File: config.mk
export PLATFORM = sky130hd
export DESIGN_NAME = rf_write_arbiter_flat
export DESIGN_NICKNAME = d
export VERILOG_FILES = /design/src/rtl/rf_write_arbiter_if.sv /design/src/rtl/rf_write_arbiter.sv /design/src/flat_wrapper.sv
export SDC_FILE = /design/constraint.sdc
export NUM_CORES = 1
export LEC_CHECK = 0
export ABC_CLOCK_PERIOD_IN_PS = 3000
export BUFFER_PORTS_ARGS = -buffer_cell sky130_fd_sc_hd__buf_2
export CAP_MARGIN = 20
export CORE_AREA = 2 2 94 96
export CTS_BUF_LIST = sky130_fd_sc_hd__clkbuf_2
export DETAILED_ROUTE_END_ITERATION = 8
export DIE_AREA = 0 0 96 98
export HOLD_SLACK_MARGIN = 0.02
export PLACE_DENSITY = 0.75
export SETUP_SLACK_MARGIN = 0.3
export SYNTH_ARGS = -nofsm -noshare
export SYNTH_HDL_FRONTEND = slang
export SYNTH_SLANG_ARGS = --single-unit
File: constraint.sdc
create_clock -name clk -period 3 [get_ports clk]
set_input_delay 0.6 -clock clk [delete_from_list [all_inputs] [get_ports clk]]
set_output_delay 0.6 -clock clk [all_outputs]
set_load 0.02 [all_outputs]
File: src/rtl/rf_write_arbiter_if.sv
// rf_write_arbiter_if: writeback-to-register-file bus, including requester
// handshakes and the registered write port.
`default_nettype none

interface rf_write_arbiter_if #(
  parameter int N_REQ  = 3,
  parameter int ADDR_W = 5,
  parameter int DATA_W = 32,
  parameter int CNT_W  = 16
);
  localparam int SRC_W = $clog2(N_REQ);

  logic [N_REQ-1:0]        req_valid;
  logic [N_REQ*ADDR_W-1:0] req_addr;
  logic [N_REQ*DATA_W-1:0] req_data;
  logic [N_REQ-1:0]        req_ready;
  logic                    wr_busy;
  logic                    wr_en;
  logic [ADDR_W-1:0]       wr_addr;
  logic [DATA_W-1:0]       wr_data;
  logic [SRC_W-1:0]        wr_src;
  logic [CNT_W-1:0]        stall_cnt;

  modport slave (
    input  req_valid, req_addr, req_data, wr_busy,
    output req_ready, wr_en, wr_addr, wr_data, wr_src, stall_cnt
  );

  modport master (
    output req_valid, req_addr, req_data, wr_busy,
    input  req_ready, wr_en, wr_addr, wr_data, wr_src, stall_cnt
  );
endinterface

`default_nettype wire

File: src/rtl/rf_write_arbiter.sv
// rf_write_arbiter: round-robin arbiter for the register file's single write
// port; one registered write per cycle, writes to r0 are consumed and dropped.
`default_nettype none

module rf_write_arbiter #(
  parameter int N_REQ  = 3,
  parameter int ADDR_W = 5,
  parameter int DATA_W = 32,
  parameter int CNT_W  = 16
) (
  input  logic               clk,
  input  logic               reset,
  rf_write_arbiter_if.slave  bus
);
  localparam int SRC_W = $clog2(N_REQ);

  localparam logic [0:0] ST_EMPTY = 1'b0;
  localparam logic [0:0] ST_FULL  = 1'b1;

  logic [0:0]        r_state;
  logic [SRC_W-1:0]  r_last;
  logic [SRC_W-1:0]  r_src;
  logic [ADDR_W-1:0] r_addr;
  logic [DATA_W-1:0] r_data;
  logic [CNT_W-1:0]  r_stall;

  logic              w_can_accept;
  logic              w_found;
  logic              w_xfer;
  logic [SRC_W-1:0]  w_win;
  logic [SRC_W:0]    w_idx;
  logic [N_REQ-1:0]  w_grant;
  logic [ADDR_W-1:0] w_sel_addr;
  logic [DATA_W-1:0] w_sel_data;

  assign w_can_accept = (r_state == ST_EMPTY) || !bus.wr_busy;

  // Scan starts one past the last winner and wraps; the extra index bit
  // holds the unwrapped sum before the modulo correction.
  always_comb begin
    w_grant = '0;
    w_found = 1'b0;
    w_win   = '0;
    w_idx   = '0;
    for (int k = 1; k <= N_REQ; k++) begin
      w_idx = {1'b0, r_last} + (SRC_W+1)'(k);
      if (w_idx >= (SRC_W+1)'(N_REQ)) begin
        w_idx = w_idx - (SRC_W+1)'(N_REQ);
      end
      if (!w_found && bus.req_valid[w_idx[SRC_W-1:0]]) begin
        w_found                     = 1'b1;
        w_win                       = w_idx[SRC_W-1:0];
        w_grant[w_idx[SRC_W-1:0]]   = 1'b1;
      end
    end
  end

  assign w_xfer     = w_found && w_can_accept;
  assign w_sel_addr = bus.req_addr[w_win*ADDR_W +: ADDR_W];
  assign w_sel_data = bus.req_data[w_win*DATA_W +: DATA_W];

  assign bus.req_ready = (reset || !w_can_accept) ? '0 : w_grant;
  assign bus.wr_en     = (r_state == ST_FULL);
  assign bus.wr_addr   = r_addr;
  assign bus.wr_data   = r_data;
  assign bus.wr_src    = r_src;
  assign bus.stall_cnt = r_stall;

  always_ff @(posedge clk or posedge reset) begin
    if (reset) begin
      r_state <= ST_EMPTY;
      r_last  <= SRC_W'(N_REQ - 1);
      r_src   <= '0;
      r_addr  <= '0;
      r_data  <= '0;
      r_stall <= '0;
    end else begin
      if (w_xfer) begin
        r_last <= w_win;
        if (w_sel_addr != '0) begin
          r_state <= ST_FULL;
          r_addr  <= w_sel_addr;
          r_data  <= w_sel_data;
          r_src   <= w_win;
        end else begin
          r_state <= ST_EMPTY;
        end
      end else if (r_state == ST_FULL && !bus.wr_busy) begin
        r_state <= ST_EMPTY;
      end

      if (r_state == ST_FULL && bus.wr_busy && r_stall != {CNT_W{1'b1}}) begin
        r_stall <= r_stall + CNT_W'(1);
      end
    end
  end
endmodule

`default_nettype wire

File: src/flat_wrapper.sv
// flat-port wrapper written by rule: the top's interface ports become plain ports
module rf_write_arbiter_flat 
#(
  parameter int N_REQ  = 3,
  parameter int ADDR_W = 5,
  parameter int DATA_W = 32,
  parameter int CNT_W  = 16
)
  (clk, reset, bus_req_valid, bus_req_addr, bus_req_data, bus_wr_busy, bus_req_ready, bus_wr_en, bus_wr_addr, bus_wr_data, bus_wr_src, bus_stall_cnt);
  rf_write_arbiter_if #(.N_REQ(N_REQ), .ADDR_W(ADDR_W), .DATA_W(DATA_W), .CNT_W(CNT_W)) bus_i ();
  input  logic clk;
  input  logic reset;
  input wire logic [$bits(bus_i.req_valid)-1:0] bus_req_valid;
  input wire logic [$bits(bus_i.req_addr)-1:0] bus_req_addr;
  input wire logic [$bits(bus_i.req_data)-1:0] bus_req_data;
  input wire logic [$bits(bus_i.wr_busy)-1:0] bus_wr_busy;
  output wire logic [$bits(bus_i.req_ready)-1:0] bus_req_ready;
  output wire logic [$bits(bus_i.wr_en)-1:0] bus_wr_en;
  output wire logic [$bits(bus_i.wr_addr)-1:0] bus_wr_addr;
  output wire logic [$bits(bus_i.wr_data)-1:0] bus_wr_data;
  output wire logic [$bits(bus_i.wr_src)-1:0] bus_wr_src;
  output wire logic [$bits(bus_i.stall_cnt)-1:0] bus_stall_cnt;
  assign bus_i.req_valid = bus_req_valid;
  assign bus_i.req_addr = bus_req_addr;
  assign bus_i.req_data = bus_req_data;
  assign bus_i.wr_busy = bus_wr_busy;
  assign bus_req_ready = bus_i.req_ready;
  assign bus_wr_en = bus_i.wr_en;
  assign bus_wr_addr = bus_i.wr_addr;
  assign bus_wr_data = bus_i.wr_data;
  assign bus_wr_src = bus_i.wr_src;
  assign bus_stall_cnt = bus_i.stall_cnt;
  rf_write_arbiter #(.N_REQ(N_REQ), .ADDR_W(ADDR_W), .DATA_W(DATA_W), .CNT_W(CNT_W)) u_core (.clk(clk), .reset(reset), .bus(bus_i));
endmodule
==> impl_metrics.toml, run 1 <==
[critical_path]
reg2reg_depth = 13
critPathKind = "register to register"
critPathTopFamily = "compound AO/OA/AOI/OAI gates"
slowest_stage = "dfstp_2"
cp_cell_sequence = "buf_4, ha_4, mux2i_4, o21ai_4, nand2b_4, buf_4, o41a_1, o21ai_2, a21oi_2, a211oi_4, buf_6, clkbuf_16, mux2_1"
cp-end-kind = "register"
regToRegSetupSlack_ns = -0.27
crit_top_cell = "buf_4"
cp-start-kind = "register"
worstReg2RegEnd = "u_core.bus.wr_data[26]"
rr_startpoint = "u_core.r_last[1]"
path_buf_inv = 4
slowest_delay_ns = 0.59
arrival_ns = 3.63
crit_fanout = 7
crit_required_ns = 3.35

[grt]
grt_pass1_vias = 3379
antenna_found_initial = 0
grt_max_degree = 59
grt_pass1_wl_mm = 15.6
grtUsageTotal_pct = 21.0
grt-ovfl-total = 0

[final_layout]
diodes = 0
area_delta_synth_final_pct = 50.2
finalInstanceArea_um2 = 5250
fill_cells = 724
layout.nets = 666
fin_util_pct = 62.0
drive_gt1_share_pct = 53.6

[synth]
synth_area_leaders = "dfrtp_1, mux2i_1, mux2_4"
syn_inst = 329
synthDominantCellAreaShare_pct = 40.8
synth_cell_types = 51
ys_seq_elements = 58
async_reset_ff_share_pct = 100
synth-compound-area-share_pct = 13.9
synth_top_family_by_area = "multiplexers"
synth_edf_count = 0
ys.flop_type = "dfrtp_1"
yosys-top-cells-count = "dfrtp_1, nand2_1, mux2i_1"
synthMuxAreaShare_pct = 24.5
syn_nets = 453
synth.most_common_cell = "dfrtp_1"
yosys.area_share.xor_xnor_pct = 3.51
syn_area_per_cell_um2 = 10.6
syn_area_um2 = 3490
synth-simple-area-share_pct = 10.3
yosys_warnings = 0
yosys.area_share.adder_pct = 2.51
synth_top_cell_by_area = "dfrtp_1"
ys_seq_area_share_pct = 41.6

[placement]
dp_slack_ns = -0.105
place_area_um2 = 4630
io_buffers = 175
dpl.hpwl_mm = 7.28
gp_congestion = 0.862

[power_and_ir_drop]
total_power_uw = 7830
clkPwrFrac_pct = 7.1
switching_share_pct = 40.8
p_switching_uw = 3190
p_int_uw = 4630
pwr-share-comb_pct = 75.2
p_seq_share_pct = 17.7
powerDensity_nw_per_um2 = 1490
p_leak_uw = 0.00274
ir_drop_mv = 0.756

[sta]
finalSetupViolCount = 41
layout_min_cycle_time_ns = 3.27
worst_slew_pin_slew_ns = 0.739
fmax_mhz = 305
fin_ws_ns = -0.275
drv_slew = 0
rsz0062_at_grt = "true"
holdWs_ns = 0.415
hold_viol_final = 0
fin_skew_ns = 0.0270
finalCritPeriodShare_pct = 109
relSlewSlack_pct = 50.7

[clocking]
cts_buffer_depth = 2
tritoncts = "done"
cts_buffers = 9
insertion_delay_ns = 0.45
path_clk_slew_ns = 0.16
clock_sinks = 58
cts_hold_buf = 0
cts_root_buffer = "clkbuf_2"
htreeDepth = 3

[route]
dr_total_vias = 3322
initialDrtViolationCount = 95
wl_per_cell_um = 15.2
routed_wl_mm = 9.94
postRouteAntennaNets = 0
firstDrtPassIters = 4
vias_per_cell = 5.07
drc = 0

[status]
violations = "negative setup slack"
status = "complete, but fails checks"

[floorplan]
initial_core_util_pct = 41.3
io-pin-count = 176
core_um2 = 8470
fp.dieH_um = 98
dieArea_um2 = 9410
rows = 34
die_x_um = 96

[worst_hold_path]
min_path_type = "primary input to asynchronous set/reset pin"

[run]
max_cap_viol_count = 0
layout by cell type (no fill, tap or decap), types with 2 or more instances in the layout:
cell type	instances
buf_2	172
mux2_4	28
inv_4	2
o21ai_4	2
mux2i_4	2
buf_4	33
clkinv_2	3
a21oi_2	3
a21oi_1	5
nand3_1	9
a21o_1	4
buf_6	7
clkinvlp_4	2
clkbuf_2	10
and3_1	6
and4_1	2
mux2i_1	38
o21ai_1	3
buf_16	3
ha_1	5
ha_4	2
xor2_1	3
o21ai_0	37
xnor2_1	11
nor3_1	2
o21ai_2	3
dfrtp_1	57
mux2_1	7
nand4_1	2
buf_12	4
nor2_1	3
bufinv_16	2
nand2_1	45
a22o_1	3
worst max-delay path by stage:
stage                      from                     end  slack [ns]  cells past startpoint
6_report       u_core.r_last[1]  u_core.bus.wr_data[26]       -0.27                     13
5_1_grt        u_core.r_last[1]   u_core.bus.wr_data[9]       -0.41                     14
3_5_place_dp   u_core.r_last[1]  u_core.bus.wr_data[15]       -0.11                     11
2_1_floorplan  u_core.r_last[1]  u_core.bus.wr_data[10]       -0.01                     14
4_1_cts        u_core.r_last[1]        bus_req_ready[2]       -0.22                      8
3_3_place_gp   u_core.r_last[1]  u_core.bus.wr_data[18]        0.01                     11
cells by family after synthesis:
group           after synthesis
simple gates                 77
mux                          75
compound gates               74
flops                        58
buf+inv                      24
xor+xnor                     14
fa+ha+maj                     7
per-layer routing:
layer  wire [µm]  up-vias  GRT usage, %
met3         685        5          4.17
met4          44        0          5.82
met1        4020     1570          25.7
li1            -     1616             -
met5           0        -             0
met2        5190      131          37.0
worst min-delay path, stage by stage:
cell and delay (ns):
buf_2 0.13, clkinvlp_4 0.08, buf_4 0.58
cell type report:
cell class / instances / area [µm²] / area share [%]
timing repair buffer: 220 / 1380 / 26.2
clock buffer: 10 / 50.0 / 0.954
multi-input combinational: 247 / 2120 / 40.4
clock inverter: 6 / 81.3 / 1.55
inverter: 6 / 32.5 / 0.620
tap: 108 / 135 / 2.58
sequential: 58 / 1450 / 27.7
repair_timing:
item                                    CTS  global route
setup buffers                            14             7
endpoints found under the setup margin   41            43
pin swaps                                 8             8
gates cloned                              3             1
hold endpoints to repair                  0             0
resized for setup                        41             9
metrics by stage:
step	cells	TNS, ns
final	655	-8.92
after global routing	655	-14.18
after CTS	647	-5.38
after detailed placement	614	-2.98
after global placement	614	0
after floorplan	329	-0.225
power groups by stage:
| stage | clock network, µW | logic (µW) | registers, µW |
|---|---|---|---|
| after floorplan | 0 | 2950 | 1750 |
| after global placement | 0 | 4280 | 1390 |
| after detailed placement | 0 | 4440 | 1390 |
| after CTS | 579 | 5570 | 1390 |
| after global routing | 610 | 6290 | 1440 |
| final | 557 | 5880 | 1390 |
sequential cells by signal (all words and copies together), names as in the netlist:
name                  count
u_core.bus.wr_en          1
u_core.bus.wr_data       32
u_core.bus.wr_src         2
u_core.r_last             2
u_core.bus.stall_cnt     16
u_core.bus.wr_addr        5
Power figures use the tool's default switching activity.
==> run 2: changes to the inputs <==
--- a/config.mk
+++ b/config.mk
@@ -8,13 +8,14 @@
 export ABC_CLOCK_PERIOD_IN_PS = 3000
 export BUFFER_PORTS_ARGS = -buffer_cell sky130_fd_sc_hd__buf_2
 export CAP_MARGIN = 20
-export CORE_AREA = 2 2 94 96
+export CELL_PAD_IN_SITES_DETAIL_PLACEMENT = 0
+export CELL_PAD_IN_SITES_GLOBAL_PLACEMENT = 1
+export CORE_AREA = 2 2 110 112
 export CTS_BUF_LIST = sky130_fd_sc_hd__clkbuf_2
 export DETAILED_ROUTE_END_ITERATION = 8
-export DIE_AREA = 0 0 96 98
+export DIE_AREA = 0 0 112 114
 export HOLD_SLACK_MARGIN = 0.02
-export PLACE_DENSITY = 0.75
-export SETUP_SLACK_MARGIN = 0.3
+export PLACE_DENSITY = 0.74
 export SYNTH_ARGS = -nofsm -noshare
 export SYNTH_HDL_FRONTEND = slang
 export SYNTH_SLANG_ARGS = --single-unit
==> run 2 against run 1 <==
The flow still finishes with violations (negative setup slack). Count of clock-buffer cells in the layout did not move. Power fell by 2.2%. Critical path depth rose by 1. Critical endpoint is now u_core.bus.wr_data[12].
==> impl_metrics.toml, run 2 (synthesized netlist as in run 1, its figures left out) <==
[sta]
fmax_mhz = 308
rsz0062_at_grt = "true"
finalCritPeriodShare_pct = 108
finalSetupViolCount = 40
drv_slew = 0
fin_skew_ns = 0.0257
worst_slew_pin_slew_ns = 0.581
relSlewSlack_pct = 61.3
fin_ws_ns = -0.246
hold_viol_final = 0
layout_min_cycle_time_ns = 3.25

[critical_path]
slowest_stage = "dfstp_2"
cp-start-kind = "register"
crit_top_cell = "buf_4"
slowest_delay_ns = 0.57
critPathKind = "register to register"
cp_cell_sequence = "inv_2, ha_4, or3b_4, o21ai_4, nand2b_4, buf_4, o41a_1, buf_4, a21oi_4, a211oi_4, buf_6, buf_12, buf_16, mux2_4"
crit_required_ns = 3.35
arrival_ns = 3.60
cp-end-kind = "register"
crit_fanout = 6

[floorplan]
rows = 40
core_um2 = 11700
fp.dieH_um = 114
io-pin-count = 176
die_x_um = 112
dieArea_um2 = 12800
initial_core_util_pct = 29.8

[status]
violations = "negative setup slack"
status = "complete, but fails checks"

[worst_hold_path]
min_path_type = "primary input to asynchronous set/reset pin"

[grt]
grt_max_degree = 72
grt_pass1_vias = 3147
grtUsageTotal_pct = 15.5
grt-ovfl-total = 0
grt_pass1_wl_mm = 15.7
antenna_found_initial = 0

[final_layout]
finalInstanceArea_um2 = 5260
final_cell_count_no_fill = 691
drive_gt1_share_pct = 52.6
layout.nets = 663
final_cell_mix = "buf_2, dfrtp_1, nand2_1, o21ai_0, mux2i_1"
layout_commonest_cell = "buf_2"
largest_register_ffs = 32
diodes = 0
area_delta_synth_final_pct = 50.4
fin_util_pct = 44.9

[placement]
dp.cells = 652
place_area_um2 = 4640
io_buffers = 175
dpl.hpwl_mm = 7.39
dp_slack_ns = -0.101
gp_congestion = 0.834

[clocking]
cts_hold_buf = 0
clock_sinks = 58
cts_buffers = 9
path_clk_slew_ns = 0.17
cts_buffer_depth = 2
insertion_delay_ns = 0.46
tritoncts = "done"
cts_root_buffer = "clkbuf_2"
htreeDepth = 3

[power_and_ir_drop]
total_power_uw = 7650
ir_drop_mv = 0.598
powerDensity_nw_per_um2 = 1460
p_leak_uw = 0.00270

[route]
drc = 0
dr_total_vias = 3266
wl_per_cell_um = 14.9
vias_per_cell = 4.73
routed_wl_mm = 10.3
initialDrtViolationCount = 138
firstDrtPassIters = 4
postRouteAntennaNets = 0

[run]
max_cap_viol_count = 0
[run 2: cell types whose count changed in the layout (fill, tap and decap cells not counted), moves of 2 or more]
| cell | previous run | this run |
|---|---|---|
| mux2_1 | 7 | 12 |
| inv_2 | 1 | 3 |
| mux2_4 | 28 | 23 |
| buf_4 | 33 | 29 |
[run 2: final timing paths]
path | startpoint | to | slack (ns) | cells past startpoint
setup / recovery | u_core.r_last[1] | u_core.bus.wr_data[12] | -0.25 | 14
hold / removal | reset | u_core.bus.wr_addr[1] | 0.13 | 2
setup reg to reg | u_core.r_last[1] | u_core.bus.wr_data[12] | -0.25 | 14
hold reg to reg | u_core.bus.stall_cnt[6] | u_core.bus.stall_cnt[6] | 0.50 | 1
max in group asynchronous | reset | u_core.bus.wr_src[1] | 1.98 | 3
min in group clk | bus_wr_busy | u_core.bus.stall_cnt[12] | 0.45 | 3
[run 2: power by group]
part	total (µW)	internal, µW	switching [µW]	leakage (µW)
clock	570	274	296	0.0000793
combinational	5720	3060	2660	0.00191
sequential	1370	1160	209	0.000714
total	7650	4490	3160	0.00270
[run 2: per-layer routing]
metal	vias up	share of wire, %	track usage (%)
met1	1530	43	19.5
met4	0	0.87	3.82
met2	128	49	26.5
met3	9	7.3	4.41
li1	1599	-	-
met5	-	0	0
[run 2: per-stage QoR]
| stage | setup TNS [ns] | hold slack [ns] |
|---|---|---|
| after floorplan | -0.225 | 0.506 |
| after global placement | -0.267 | 0.469 |
| after detailed placement | -2.36 | 0.477 |
| after CTS | -5.31 | 0.0730 |
| after global routing | -12.11 | 0.0955 |
| final | -8.27 | 0.130 |
[run 2: worst max-delay path: cells and delay by family (launching register included)]
kind | cells | cell delay, ns
buffers and inverters | 6 | 0.76
AO/OA/AOI/OAI | 4 | 0.66
AND/OR/NAND/NOR | 2 | 0.59
adder cells (fa/ha/maj) | 1 | 0.27
multiplexers | 1 | 0.29
flip-flops | 1 | 0.57
[run 2: cell type report]
class	count	area, µm²
Clock buffer	10	50.0
Clock inverter	6	81.3
Fill cell	1152	6460
Inverter	6	25.0
Multi-Input combinational cell	247	2110
Sequential cell	58	1450
Tap cell	147	184
Timing Repair Buffer	217	1350
[run 2: repair_timing]
item,in CTS,in global routing
endpoints found under the setup margin,37,41
cloned,2,2
gates resized for setup,33,16
pin swaps,4,6
setup buffers,14,5
==> run 3: changes to the inputs <==
--- a/config.mk
+++ b/config.mk
@@ -10,12 +10,12 @@
 export CAP_MARGIN = 20
 export CELL_PAD_IN_SITES_DETAIL_PLACEMENT = 0
 export CELL_PAD_IN_SITES_GLOBAL_PLACEMENT = 1
-export CORE_AREA = 2 2 110 112
+export CORE_AREA = 2 2 115 106
 export CTS_BUF_LIST = sky130_fd_sc_hd__clkbuf_2
 export DETAILED_ROUTE_END_ITERATION = 8
-export DIE_AREA = 0 0 112 114
+export DIE_AREA = 0 0 117 108
 export HOLD_SLACK_MARGIN = 0.02
-export PLACE_DENSITY = 0.74
+export PLACE_DENSITY = 0.75
 export SYNTH_ARGS = -nofsm -noshare
 export SYNTH_HDL_FRONTEND = slang
 export SYNTH_SLANG_ARGS = --single-unit
==> run 3 against run 2 <==
The run still ends with negative setup slack left. Setup slack worse by 0.023 ns. Fmax fell by 0.71%. Sequential power hardly changed. Sequential cell count is the same. Clock power is 17% lower. Core utilization rose by 1.8 points. Clock skew decreased by 0.0083 ns. Combinational power is 5.1% higher. Die area decreased by 1.0%.
==> impl_metrics.toml, run 3 (synthesized netlist as in run 1, its figures left out) <==
[status]
status = "complete, but fails checks"
violations = "negative setup slack"

[sta]
drv_slew = 0
finalSetupViolCount = 40
fmax_mhz = 306
worst_slew_pin_slew_ns = 0.494
layout_min_cycle_time_ns = 3.27
fin_ws_ns = -0.269
relSlewSlack_pct = 67.0
finalCritPeriodShare_pct = 109
fin_skew_ns = 0.0174
hold_viol_final = 0
rsz0062_at_grt = "true"

[clocking]
insertion_delay_ns = 0.45
cts_buffer_depth = 2
path_clk_slew_ns = 0.17
cts_buffers = 9
cts_root_buffer = "clkbuf_2"
cts_hold_buf = 0
htreeDepth = 3
tritoncts = "done"
clock_sinks = 58

[grt]
use_met2_pct = 29.6
grt-ovfl-total = 0
grt_pass1_wl_mm = 16.1
grt_max_degree = 40
grt_pass1_vias = 3395
met3_usage_pct = 5.49
grtUsageMet1_pct = 18.7
antenna_found_initial = 0
busiest_layer = "met2"
grtUsageTotal_pct = 16.4

[route]
wl_per_cell_um = 14.7
dr_total_vias = 3342
drc = 0
initialDrtViolationCount = 110
routed_wl_mm = 10.4
vias_per_cell = 4.72
postRouteAntennaNets = 0
firstDrtPassIters = 4

[placement]
io_buffers = 175
place_area_um2 = 4740
gp_congestion = 0.890
dpl.hpwl_mm = 7.82

[floorplan]
core_um2 = 11300
io-pin-count = 176
dieArea_um2 = 12600
rows = 37
initial_core_util_pct = 30.8
die_x_um = 117
fp.dieH_um = 108

[critical_path]
reg2reg_depth = 15
critPathLaunch = "u_core.r_last[1]"
crit_required_ns = 2.40
arrival_ns = 2.67
rr_startpoint = "u_core.r_last[1]"
regToRegSetupSlack_ns = -0.27
critPathKind = "register to primary output"
cp-end-kind = "primary output"
cp-start-kind = "register"
crit_path_end = "bus_req_ready[2]"
worstReg2RegEnd = "u_core.bus.wr_data[14]"
crit_fanout = 6

[final_layout]
layout.nets = 672
fill_cells = 1104
diodes = 0
final_cell_mix = "buf_2, dfrtp_1, nand2_1, o21ai_0"
area_delta_synth_final_pct = 51.6
layout_commonest_cell = "buf_2"
largest_register_ffs = 32
finalInstanceArea_um2 = 5300
drive_gt1_share_pct = 55.3

[power_and_ir_drop]
p_leak_uw = 0.00276
ir_drop_mv = 0.678
total_power_uw = 7870
powerDensity_nw_per_um2 = 1490

[run]
max_cap_viol_count = 0

[worst_hold_path]
min_path_type = "primary input to asynchronous set/reset pin"
==> run 3: metrics by stage <==
stage / hold WS (ns) / instances / setup slack (ns) / TNS, ns / utilization [%]
floorplan: 0.506 / 329 / -0.0148 / -0.225 / -
global placement: 0.464 / 671 / -0.0317 / -0.248 / 41.8
detailed placement: 0.476 / 671 / -0.155 / -3.63 / 41.8
CTS: 0.102 / 706 / -0.368 / -8.10 / 46.2
global route: 0.129 / 708 / -0.421 / -11.83 / 46.7
finish: 0.154 / 708 / -0.269 / -7.82 / 46.7
==> run 3: where the power goes <==
part	switching [µW]	leakage (µW)	internal, µW
Clock	284	0.0000692	191
Sequential	217	0.000714	1160
Combinational	2720	0.00198	3300
==> run 3: timing repair <==
| action | 4_1_cts | 5_1_grt |
|---|---|---|
| buffers inserted | 16 | 4 |
| endpoints found under the setup margin | 40 | 41 |
| gates resized for setup | 44 | 18 |
| gates cloned | 4 | 0 |
| pin swaps | 8 | 4 |
==> run 3: worst min path at each step <==
stage | start | end | slack [ns] | cells after the start
detailed placement | u_core.bus.wr_addr[2] | u_core.bus.wr_addr[2] | 0.48 | 1
floorplan | u_core.r_last[1] | u_core.r_last[1] | 0.51 | 2
finish | reset | u_core.bus.wr_addr[3] | 0.15 | 2
CTS | reset | u_core.bus.wr_addr[2] | 0.10 | 2
global route | reset | u_core.bus.wr_addr[3] | 0.13 | 2
global placement | u_core.bus.wr_addr[2] | u_core.bus.wr_addr[2] | 0.46 | 1
==> run 3: layout make-up <==
cell class	count	area, µm²	area share (%)
inverters	6	25.0	0.472
clock buffers	11	55.1	1.04
multi-input cells	247	2120	40.1
flip-flops and latches	58	1450	27.4
repair buffers	226	1400	26.4
well taps	156	195	3.69
clock inverters	4	43.8	0.827
==> run 3: layer usage <==
metal	wire, µm	vias up	share of wire [%]
met5	0	-	0
met4	94	0	0.90
met3	741	10	7.1
met2	5380	120	52
met1	4190	1588	40
li1	-	1624	-
==> run 3: worst max-delay path, stage by stage (launching register included) <==
cell	delay, ns
dfstp_2	0.58
inv_2	0.05
ha_4	0.29
mux2i_2	0.26
o21ai_4	0.12
buf_4	0.15
or3_4	0.36
a221oi_2	0.25
buf_4	0.18
